**config.mk**
```make
export PLATFORM = sky130hd
export DESIGN_NAME = err_stats_gen
export DESIGN_NICKNAME = d
export VERILOG_FILES = /design/src/rtl/err_stats_gen.sv
export SDC_FILE = /design/constraint.sdc
export NUM_CORES = 1
export LEC_CHECK = 0
export CAP_MARGIN = 0
export CORE_MARGIN = 3
export CORE_UTILIZATION = 45
export DETAILED_ROUTE_END_ITERATION = 10
export PLACE_DENSITY_LB_ADDON = 0.15
export SKIP_LAST_GASP = 1
export SLEW_MARGIN = 20
export SYNTH_ARGS = -nofsm -noshare
export SYNTH_HDL_FRONTEND = slang
export SYNTH_SLANG_ARGS = --single-unit
```
**constraint.sdc**
```tcl
create_clock -name clk -period 7.7 [get_ports clk]
set_input_delay 1.54 -clock clk [delete_from_list [all_inputs] [get_ports clk]]
set_output_delay 1.54 -clock clk [all_outputs]
set_load 0.02 [all_outputs]
```
**src/rtl/err_stats_gen.sv**
```systemverilog
// Windowed error statistics: sum of squares and signed DC sum over 2^WIN_LOG2 samples.
// Two-stage pipeline (square, then accumulate); results land one clk after the window's final add.
`ifndef LFSR_LEN
`define LFSR_LEN 10
`endif

module err_stats_gen #(
  parameter int ERR_W    = 18,
  parameter int WIN_LOG2 = `LFSR_LEN
) (
  input  logic                             clk,
  input  logic                             reset,
  input  logic                             clk_en,
  input  logic signed [ERR_W-1:0]          err,
  input  logic                             start,
  input  logic                             cont,
  input  logic                             abort,
  output logic [ERR_W+WIN_LOG2-1:0]        acc_sq_err_out,
  output logic signed [ERR_W+WIN_LOG2-1:0] acc_err_out,
  output logic                             done,
  output logic                             busy
);

  localparam int ACC_W  = ERR_W + WIN_LOG2;
  localparam int PROD_W = 2 * ERR_W;

  typedef enum logic [1:0] {IDLE, ACCUM, FLUSH, DUMP} state_t;

  state_t                    state_q, state_d;
  logic [WIN_LOG2-1:0]       cnt_q, cnt_d;
  logic [ERR_W-1:0]          sq_reg_q;
  logic signed [ERR_W-1:0]   e_reg_q;
  logic                      v1_q;
  logic [ACC_W-1:0]          sq_acc_q;
  logic signed [ACC_W-1:0]   dc_acc_q;
  logic [ACC_W-1:0]          sq_out_q;
  logic signed [ACC_W-1:0]   dc_out_q;
  logic                      done_q;

  logic                      dump;
  logic                      win_start;
  logic signed [PROD_W-1:0]  prod;
  logic [ERR_W-1:0]          sq_w;

  // Keep the Q1 alignment: drop the duplicated sign bit and the low ERR_W-1 fraction bits.
  assign prod = PROD_W'(err) * PROD_W'(err);
  assign sq_w = ERR_W'(prod >> (ERR_W - 1));

  always_ff @(posedge clk or posedge reset) begin
    if (reset) begin
      state_q <= IDLE;
    end else begin
      state_q <= state_d;
    end
  end

  always_comb begin
    state_d = state_q;
    if (abort) begin
      state_d = IDLE;
    end else begin
      case (state_q)
        IDLE:    if (clk_en && start) state_d = ACCUM;
        ACCUM:   if (clk_en && (&cnt_q)) state_d = FLUSH;
        FLUSH:   if (clk_en) state_d = DUMP;
        DUMP:    state_d = cont ? ACCUM : IDLE;
        default: state_d = IDLE;
      endcase
    end
  end

  always_comb begin
    busy      = (state_q != IDLE);
    dump      = (state_q == DUMP) && !abort;
    win_start = !abort && (((state_q == IDLE) && clk_en && start) ||
                           ((state_q == DUMP) && cont));
  end

  always_comb begin
    cnt_d = cnt_q;
    if (abort || win_start) begin
      cnt_d = '0;
    end else if ((state_q == ACCUM) && clk_en) begin
      cnt_d = cnt_q + 1'b1;
    end
  end

  always_ff @(posedge clk or posedge reset) begin
    if (reset) begin
      cnt_q    <= '0;
      sq_reg_q <= '0;
      e_reg_q  <= '0;
      v1_q     <= 1'b0;
      sq_acc_q <= '0;
      dc_acc_q <= '0;
      sq_out_q <= '0;
      dc_out_q <= '0;
      done_q   <= 1'b0;
    end else begin
      cnt_q  <= cnt_d;
      done_q <= dump;

      if (clk_en) begin
        sq_reg_q <= sq_w;
        e_reg_q  <= err;
      end

      if (abort || dump) begin
        v1_q <= 1'b0;
      end else if (clk_en) begin
        v1_q <= (state_q == ACCUM);
      end

      // The add still in flight from the last sample is completed by the FLUSH clk_en.
      if (abort || dump) begin
        sq_acc_q <= '0;
        dc_acc_q <= '0;
      end else if (clk_en && v1_q) begin
        sq_acc_q <= sq_acc_q + ACC_W'(sq_reg_q);
        dc_acc_q <= dc_acc_q + ACC_W'(e_reg_q);
      end

      if (dump) begin
        sq_out_q <= sq_acc_q;
        dc_out_q <= dc_acc_q;
      end
    end
  end

  assign acc_sq_err_out = sq_out_q;
  assign acc_err_out    = dc_out_q;
  assign done           = done_q;

endmodule

```
==> impl_results.md <==
- Initial Util: 45.8%
- Post-DRT Antenna Nets: 0
- Reg clk slew, reported paths: 0.07 ns
- I/O Pins: 82
- Clock Tree Buf Depth: 2
- WL final: 43200 µm
- IO buf count: 81
- Residual DRC count: 0
- Seq/Total Area, Yosys: 21.6%
- Prevailing post-synth register cell: dfrtp_1
- Ys Warns: 0
- GRT overflow: 0
- Asr flop ratio synth: 100%
- DR vias: 13500
- Clock sinks: 162
- Via density: 5.02
- Worst Setup End Kind: flop
- Commonest cells after routing, fill and taps aside: 420 x inv_1, 289 x fa_1, 199 x nand2_1
- Worst-path maximum fanout: 9
- Setup tns final: 0 ns
- Worst Slack Setup Final: 0.267 ns
- Min cycle time layout: 7.43 ns
- Max-slew violation count: 0
- CTS root buffer: clkbuf_16
- Layout cells sized above 1: 15.7%
- Final setup violation count: 0
- Cell Rows: 74
- CTS H-tree lvls: 4
- TritonCTS buffer count: 17
- Slew Limit Headroom: 35.3%
- Antenna violations before repair: 0
- Place WS: -0.225 ns
- Die Y: 210 µm
- DRT Pass-1 Iters: 5
- Period utilization: 96.5%
- Tot GR Track Use: 21.0%
- Count of different cell masters after synthesis: 63
- Drt wl/cell: 16.1 µm
- Placed wire-length estimate: 35600 µm
- Status: complete, no violations
- Mapped Cells: 1909
- EDFF count, synth: 0
- Crit path kind: input port to flop
- WP data arrival: 7.75 ns
- Antenna diodes: 0
- Hold Vio Cnt, Final: 0
- DR iter-0 viols: 458
- Largest net degree at the start of global routing: 106
- Measured slew at the worst slew-check pin: 0.971 ns
- Syn avg cell area: 9.84 µm²
- Mapped Nets: 2376
- Final Skew: 0.0123 ns
- Die width: 210 µm
- CORE AREA: 0.0410 mm²
- Vias in the first global route: 15000
- Die area: 0.0442 mm²
- Critical path required time: 8.02 ns
- Crit start category: input port
- Yosys reg bits: 162
- GP Congestion: 0.867
- CTS tree: built
- Fin util: 54.3%
- Global-route wire length before repair: 74400 µm
- Post-Syn Area: 0.0188 mm²
- Placed cell count: 2662
- Max cap viols: 0
- Fin nets: 2616
- Clk_lat worst skew: 0.43 ns
- Commonest non-fill, non-tap cell in the layout: inv_1
- RSZ-0062 raised after global routing: no
- Worst Hold Class: flop to flop
- Max Fclk: 135 MHz
- Layout area overhead: 18.5%
- Layout Cells excl Fill: 2694
-- metal layers --
metal	share of wire, %	track usage (%)
met5	0	0
met4	2.9	6.32
met3	3.3	2.53
met2	51	36.9
met1	43	27.4
-- synth_stat cells (all sizes together), types with 27 or more instances --
| library cell | instances | area [µm²] |
|---|---|---|
| inv | 421 | 1580 |
| fa | 289 | 5790 |
| nand2 | 199 | 747 |
| dfrtp | 162 | 4050 |
| ha | 154 | 1930 |
| a21oi | 93 | 473 |
| mux2 | 91 | 1030 |
| nor2 | 82 | 308 |
| xnor2 | 61 | 534 |
| clkbuf | 47 | 176 |
| a21o | 33 | 248 |
| o21ai | 32 | 164 |
| xor2 | 32 | 280 |
| and2 | 31 | 194 |
| nand3 | 27 | 135 |
-- registers in the layout, indices dropped and copies added, names as in the netlist --
register / cells
cnt_q: 10
v1_q: 1
acc_err_out: 28
acc_sq_err_out: 28
state_q: 2
e_reg_q: 18
sq_acc_q: 28
dc_acc_q: 28
done: 1
sq_reg_q: 18
-- metrics by stage --
| stage | area (µm²) | hold slack [ns] |
|---|---|---|
| 6_report | 22300 | 0.507 |
| 2_1_floorplan | 18800 | 0.464 |
| 5_1_grt | 22300 | 0.523 |
| 4_1_cts | 22200 | 0.510 |
| 3_5_place_dp | 21700 | 0.495 |
| 3_3_place_gp | 21700 | 0.490 |
-- logic make-up (layout without fill, tap and decap cells) --
| family | count (synthesis) | in the layout | share of synthesized area, % |
|---|---|---|---|
| AOI/OAI and AO/OA | 245 | 245 | 8.64 |
| xor gates and xnor gates | 93 | 93 | 4.33 |
| adders and majority gates | 443 | 443 | 41.0 |
| buffers and inverters | 477 | 730 | 9.53 |
| DFF | 162 | 162 | 21.6 |
| muxes | 94 | 94 | 5.63 |
| and+or+nand+nor | 395 | 395 | 9.25 |
-- layout make-up --
| type | count | area, µm² |
|---|---|---|
| fillers | 3769 | 18800 |
| multi-input cells | 1270 | 13000 |
| flip-flops and latches | 162 | 4050 |
| repair buffers | 277 | 2420 |
| inverters | 421 | 1590 |
| well taps | 532 | 666 |
| clock buffers | 19 | 443 |
| clock inverters | 13 | 126 |
-- worst max-delay path, stage by stage --
cell and delay, ns:
clkdlybuf4s50_1 0.46, buf_4 0.17, nand2_1 0.15, fa_1 0.67, inv_1 0.16, buf_4 0.17, fa_1 0.44, fa_1 0.47
fa_1 0.53, fa_1 0.56, fa_1 0.43, ha_1 0.31, a21o_1 0.19, a21o_1 0.17, a21o_1 0.18, a21o_1 0.17
a21o_1 0.18, a221o_1 0.39, xor2_1 0.15, mux2_4 0.26
-- path summary, 6_finish.rpt --
kind / start / to / slack, ns / cells after the start
max: err[17] / sq_reg_q[16] / 0.27 / 20
min: acc_err_out[13] / acc_err_out[13] / 0.51 / 1
max reg2reg: e_reg_q[0] / dc_acc_q[24] / 4.40 / 11
min reg2reg: acc_err_out[13] / acc_err_out[13] / 0.51 / 1
max in group asynchronous: reset / dc_acc_q[5] / 4.63 / 3
min in group asynchronous: reset / acc_sq_err_out[20] / 1.68 / 2
-- timing repair --
item                                    CTS  global route
setup buffers                             0             0
endpoints found under the setup margin    0             6
gates resized for setup                   0             3
endpoints found under the hold margin     0             0
hold buffers                              0             0
Power is left out: the tool's default activity adds up to more than one toggle a clock period on the data nets, which glitch-free logic cannot reach.
